--- src/rtl/lr_shift_pkg.sv ---
// Shared definitions for the left/right shift datapath (receiver and future transmitter).
//   state_e    : receiver word-collection state
//   DIR_LEFT   : shift left, MSB-first on the serial side
//   DIR_RIGHT  : shift right, LSB-first on the serial side
//   cnt_width(): bit-counter width for a given word width
package lr_shift_pkg;

    typedef enum logic {
        IDLE  = 1'b0,
        SHIFT = 1'b1
    } state_e;

    localparam logic DIR_LEFT  = 1'b1;
    localparam logic DIR_RIGHT = 1'b0;

    // Counter must hold 0..width-1; keep at least one bit.
    function automatic int unsigned cnt_width(input int unsigned width);
        return (width < 2) ? 1 : $clog2(width);
    endfunction

endpackage

--- src/rtl/lr_sipo_rx_if.sv ---
// Serial-in / parallel-out bus for lr_sipo_rx.
//   master : bit source + parallel consumer side (drives lr_bar, sin, sin_valid, flush, y_ready)
//   slave  : receiver side (drives y, y_valid, overrun)
interface lr_sipo_rx_if #(
    parameter int unsigned WIDTH = 4
) ();

    logic             lr_bar;
    logic             sin;
    logic             sin_valid;
    logic             flush;
    logic [WIDTH-1:0] y;
    logic             y_valid;
    logic             y_ready;
    logic             overrun;

    modport master (
        output lr_bar, sin, sin_valid, flush, y_ready,
        input  y, y_valid, overrun
    );

    modport slave (
        input  lr_bar, sin, sin_valid, flush, y_ready,
        output y, y_valid, overrun
    );

endinterface

--- src/rtl/lr_shift_core.sv ---
// WIDTH-bit shift register with enable, synchronous clear, direction and serial input.
//   clk, rst : clock, asynchronous active-high reset
//   en       : shift on this edge
//   clr      : clear register (wins over en)
//   dir      : DIR_LEFT shifts sin in at bit 0, DIR_RIGHT shifts sin in at the MSB
//   sin      : serial data bit
//   shift_c  : combinational post-shift value (the value the register takes when en=1)
module lr_shift_core
    import lr_shift_pkg::*;
#(
    parameter int unsigned WIDTH = 4
) (
    input  logic             clk,
    input  logic             rst,
    input  logic             en,
    input  logic             clr,
    input  logic             dir,
    input  logic             sin,
    output logic [WIDTH-1:0] shift_c
);

    logic [WIDTH-1:0] sreg_q;
    logic [WIDTH-1:0] sreg_d;

    // Shifted value for the current direction
    always_comb begin
        shift_c = sreg_q;
        case (dir)
            DIR_LEFT:  shift_c = {sreg_q[WIDTH-2:0], sin};
            DIR_RIGHT: shift_c = {sin, sreg_q[WIDTH-1:1]};
            default:   shift_c = sreg_q;
        endcase
    end

    // Next register value
    always_comb begin
        sreg_d = sreg_q;
        if (clr) begin
            sreg_d = '0;
        end else if (en) begin
            sreg_d = shift_c;
        end
    end

    always_ff @(posedge clk or posedge rst) begin
        if (rst) begin
            sreg_q <= '0;
        end else begin
            sreg_q <= sreg_d;
        end
    end

endmodule

--- src/rtl/lr_sipo_rx.sv ---
// Serial-in, parallel-out receiver: collects WIDTH bits MSB-first or LSB-first into a word
// and holds it behind a valid/ready handshake while the next word is collected.
//   clk, rst : clock, asynchronous active-high reset
//   bus      : lr_sipo_rx_if slave (lr_bar, sin, sin_valid, flush in; y, y_valid, overrun out;
//              y_ready in)
module lr_sipo_rx
    import lr_shift_pkg::*;
#(
    parameter int unsigned WIDTH = 4
) (
    input  logic        clk,
    input  logic        rst,
    lr_sipo_rx_if.slave bus
);

    localparam int unsigned       CNT_W = cnt_width(WIDTH);
    localparam logic [CNT_W-1:0]  LAST  = CNT_W'(WIDTH - 1);

    state_e           state_q, state_d;
    logic [CNT_W-1:0] cnt_q,   cnt_d;
    logic             dir_q,   dir_d;
    logic [WIDTH-1:0] y_q,     y_d;
    logic             y_valid_q, y_valid_d;
    logic             overrun_q, overrun_d;

    logic             accept_c;
    logic             first_c;
    logic             dir_c;
    logic             last_c;
    logic             consume_c;
    logic [WIDTH-1:0] word_c;

    // Bit acceptance, direction selection and handshake qualifiers
    always_comb begin
        accept_c  = bus.sin_valid & ~bus.flush;
        first_c   = (state_q == IDLE);
        // The first bit of a word uses lr_bar directly; later bits use the latched direction.
        dir_c     = first_c ? bus.lr_bar : dir_q;
        last_c    = accept_c & (cnt_q == LAST);
        consume_c = y_valid_q & bus.y_ready;
    end

    lr_shift_core #(
        .WIDTH (WIDTH)
    ) u_core (
        .clk     (clk),
        .rst     (rst),
        .en      (accept_c),
        .clr     (bus.flush),
        .dir     (dir_c),
        .sin     (bus.sin),
        .shift_c (word_c)
    );

    // Word-collection FSM, bit counter and direction latch
    always_comb begin
        state_d = state_q;
        cnt_d   = cnt_q;
        dir_d   = dir_q;
        if (bus.flush) begin
            state_d = IDLE;
            cnt_d   = '0;
        end else if (accept_c) begin
            if (first_c) begin
                dir_d = bus.lr_bar;
            end
            if (cnt_q == LAST) begin
                state_d = IDLE;
                cnt_d   = '0;
            end else begin
                state_d = SHIFT;
                cnt_d   = cnt_q + CNT_W'(1);
            end
        end
    end

    // Output holding register and sticky overrun
    always_comb begin
        y_d       = y_q;
        y_valid_d = y_valid_q;
        overrun_d = overrun_q;
        if (consume_c) begin
            y_valid_d = 1'b0;
        end
        if (last_c) begin
            // A completed word lands if the slot is empty or being emptied on this edge.
            if (!y_valid_q || consume_c) begin
                y_d       = word_c;
                y_valid_d = 1'b1;
            end else begin
                overrun_d = 1'b1;
            end
        end
        if (bus.flush) begin
            overrun_d = 1'b0;
        end
    end

    always_ff @(posedge clk or posedge rst) begin
        if (rst) begin
            state_q   <= IDLE;
            cnt_q     <= '0;
            dir_q     <= DIR_LEFT;
            y_q       <= '0;
            y_valid_q <= 1'b0;
            overrun_q <= 1'b0;
        end else begin
            state_q   <= state_d;
            cnt_q     <= cnt_d;
            dir_q     <= dir_d;
            y_q       <= y_d;
            y_valid_q <= y_valid_d;
            overrun_q <= overrun_d;
        end
    end

    assign bus.y       = y_q;
    assign bus.y_valid = y_valid_q;
    assign bus.overrun = overrun_q;

endmodule
--- src/flat_wrapper.sv ---
// flat-port wrapper written by rule: the top's interface ports become plain ports
module lr_sipo_rx_flat import lr_shift_pkg::*;
#(
    parameter int unsigned WIDTH = 4
)
  (clk, rst, bus_lr_bar, bus_sin, bus_sin_valid, bus_flush, bus_y_ready, bus_y, bus_y_valid, bus_overrun);
  lr_sipo_rx_if #(.WIDTH(WIDTH)) bus_i ();
  input  logic clk;
  input  logic rst;
  input wire logic [$bits(bus_i.lr_bar)-1:0] bus_lr_bar;
  input wire logic [$bits(bus_i.sin)-1:0] bus_sin;
  input wire logic [$bits(bus_i.sin_valid)-1:0] bus_sin_valid;
  input wire logic [$bits(bus_i.flush)-1:0] bus_flush;
  input wire logic [$bits(bus_i.y_ready)-1:0] bus_y_ready;
  output wire logic [$bits(bus_i.y)-1:0] bus_y;
  output wire logic [$bits(bus_i.y_valid)-1:0] bus_y_valid;
  output wire logic [$bits(bus_i.overrun)-1:0] bus_overrun;
  assign bus_i.lr_bar = bus_lr_bar;
  assign bus_i.sin = bus_sin;
  assign bus_i.sin_valid = bus_sin_valid;
  assign bus_i.flush = bus_flush;
  assign bus_i.y_ready = bus_y_ready;
  assign bus_y = bus_i.y;
  assign bus_y_valid = bus_i.y_valid;
  assign bus_overrun = bus_i.overrun;
  lr_sipo_rx #(.WIDTH(WIDTH)) u_core (.clk(clk), .rst(rst), .bus(bus_i));
endmodule
--- config.mk ---
export PLATFORM = sky130hd
export DESIGN_NAME = lr_sipo_rx_flat
export DESIGN_NICKNAME = d
export VERILOG_FILES = /design/src/rtl/lr_shift_pkg.sv /design/src/rtl/lr_sipo_rx_if.sv /design/src/rtl/lr_shift_core.sv /design/src/rtl/lr_sipo_rx.sv /design/src/flat_wrapper.sv
export SDC_FILE = /design/constraint.sdc
export NUM_CORES = 1
export LEC_CHECK = 0
export ABC_AREA = 1
export CAP_MARGIN = 10
export CORE_AREA = 4 4 41 43
export DETAILED_ROUTE_END_ITERATION = 10
export DIE_AREA = 0 0 45 47
export DONT_BUFFER_PORTS = 1
export REMOVE_ABC_BUFFERS = 1
export SYNTH_ARGS = -nofsm -noshare
export SYNTH_HDL_FRONTEND = slang
export SYNTH_SLANG_ARGS = --single-unit
export TNS_END_PERCENT = 5
--- constraint.sdc ---
create_clock -name clk -period 1.1 [get_ports clk]
set_input_delay 0.11 -clock clk [delete_from_list [all_inputs] [get_ports clk]]
set_output_delay 0.11 -clock clk [all_outputs]
set_load 0.05 [all_outputs]
==> metrics <==
cell row count 13; setup violators final 1; Fmax achieved 903 MHz; status finished with violations; final worst-path cycle share 101%; Die Wd 45 µm; Slowest cell on crit path dfrtp_1; HPWL reported at the end of detailed placement 997 µm; P per Cell Area 1440 nW/µm²; Lkg Pwr 0.430 nW; ANT cells 0; Nets 102; Period minus WS final 1.11 ns; leading cell type in the layout, fill and taps excluded nand2_1; WP data arrival 1.28 ns; CP max FO 5; Worst Path Buf+Inv 1; die height 47 µm; most used cell, CP nand2_2; DR pass1 iterations 4; area share of the largest cell type after synthesis 49.8%; wire length of the first global-routing pass 2.22 mm; Ys Warns 0; synthesized instance count 80; synth unique cells 12; crit-path cells ha_4 > nand3_4 > nor2_4 > inv_2 > nand2_2 > nand2_2; total track usage 14.8%; routed vias/inst 5.33; Final GP Congestion 0.805; CTS Buf Count 3; DR DRC count 0; grt total ovfl 0; Area Overhead vs Synth 22.6%; number of antenna violations at the first check in global routing 0; Setup CP Type reg -> reg; clock slew at reported path FFs 0.08 ns; vias in the first global route 557; CP max stage delay 0.40 ns; Power, Total 0.00115 W; Hold WS 0.0123 ns; CP top delay family flip-flops; ANT nets after route 0; Layout Skew 0.00151 ns; Worst-Margin Slew 0.537 ns; CTS root buf clkbuf_4; share of cells above drive strength 1 23.7%; core area 1300 µm²; HP Class in -> reg; H-tree levels 1; CP required 1.27 ns; initial core utilization 50.2%; drt first-iter violations 18; Sink Count 14; Mean Syn Cell Area 8.16 µm²; RSZ-0062 raised after global routing yes; Die ar. 2120 µm²; final worst setup slack -0.00775 ns; max capacitance violation total 0; count of input and output buffers 0; total wire length 1.40 mm; critical path endpoint category flip-flop; CTS tree done; failing checks setup timing; pin count of the biggest net entering global routing 15; Seq/Total Area, Yosys 53.8%; CP Launch Type flip-flop; Slew Viols, Final 0; flops & latches, synth 14; Yosys top cell by area dfrtp_1; mapped cell area 653 µm²; Slew headroom 64.1%; Max rail drop VDD 0.000607 V; mean routed wirelength per cell 12.9 µm; Area contributors post-synth dfrtp_1 50%, nand2_1 14%, nand3_1 13%, inv_1 6.9%, dfstp_2 4.0%; endpoints failing hold 0; IO Pins 13; vias 576; Clock Path Buffers 2; most frequent cells in the layout 20 x nand2_1, 17 x nand3_1, 13 x dfrtp_1; Clk Latency, worst-skew pair 0.28 ns
## per-stage QoR
step	setup slack [ns]	util, %	instances	area [µm²]	setup TNS (ns)
after detailed placement	-0.0290	55.1	101	717	-0.0975
after global placement	-0.0211	55.1	101	717	-0.0623
after floorplan	-0.0986	-	80	653	-0.451
final	-0.00775	61.5	108	801	-0.00775
after CTS	-0.0155	60.2	107	783	-0.0363
after global routing	-0.0891	61.5	108	801	-0.307
## Yosys cell counts (all sizes together)
cell type  number
nand3          18
nand2          25
a22o            1
dfstp           1
nor2            3
o21ai           4
ha              1
dfrtp          13
inv            14
## final timing paths
check / depth (start not counted) / from / slack (ns) / to
max reg2reg: 6 / u_core.cnt_q[0]$_DFFE_PP0P_ / -0.008 / u_core.bus.y[3]$_DFFE_PP0P_
max in group asynchronous: 2 / rst / 0.42 / u_core.dir_q$_DFFE_PP1P_
min: 3 / bus_flush / 0.01 / u_core.bus.overrun$_DFFE_PP0P_
min reg2reg: 2 / u_core.u_core.sreg_q[1]$_DFFE_PP0P_ / 0.49 / u_core.u_core.sreg_q[1]$_DFFE_PP0P_
max: 6 / u_core.cnt_q[0]$_DFFE_PP0P_ / -0.008 / u_core.bus.y[3]$_DFFE_PP0P_
min in group asynchronous: 2 / rst / 0.31 / u_core.bus.y_valid$_DFF_PP0_
## flip-flops by register name (all words and copies together), names as in the netlist
| signal | flops |
|---|---|
| u_core.bus.overrun | 1 |
| u_core.bus.y | 4 |
| u_core.bus.y_valid | 1 |
| u_core.cnt_q | 2 |
| u_core.dir_q | 1 |
| u_core.state_q | 1 |
| u_core.u_core.sreg_q | 4 |
## worst reg2reg max path: cells and delay by family (launching register included)
family / cells / cell delay (ns)
fa+ha+maj: 1 / 0.17
buf+inv: 1 / 0.08
flops: 1 / 0.40
simple gates: 4 / 0.36
## cell type report
type | instances | area [µm²]
Multi-Input combinational cell | 52 | 282
Tap cell | 15 | 18.8
Timing Repair Buffer | 9 | 70.1
Fill cell | 135 | 500
Clock buffer | 4 | 26.3
Sequential cell | 14 | 352
Inverter | 14 | 52.6
## layer usage
| metal | GRT usage [%] | wire, µm |
|---|---|---|
| met4 | 10.5 | 13 |
| met2 | 23.7 | 688 |
| met5 | 0 | 0 |
| met3 | 2.30 | 90 |
| met1 | 18.1 | 605 |
## logic make-up (layout without fill, tap and decap cells)
group / after synthesis / after routing / synth area share, %
adder cells (fa/ha/maj): 1 / 1 / 1.92
flip-flops: 14 / 14 / 53.8
buffers and inverters: 14 / 27 / 8.05
AND/OR/NAND/NOR: 46 / 46 / 31.8
AO/OA/AOI/OAI: 5 / 5 / 4.41
## power breakdown
group	switching [W]	total [W]	internal [W]
Clock	0.000164	0.000304	0.000141
Sequential	0.0000299	0.000593	0.000563
Combinational	0.000177	0.000255	0.0000784
Total	0.000370	0.00115	0.000782
## what timing repair did
item	4_1_cts	5_1_grt
hold buffers	1	0
endpoints found under the setup margin	5	5
pin swaps	4	4
resized for setup	4	4
buffers inserted	1	1
hold endpoints to repair	14	0
Power figures use the tool's default switching activity.
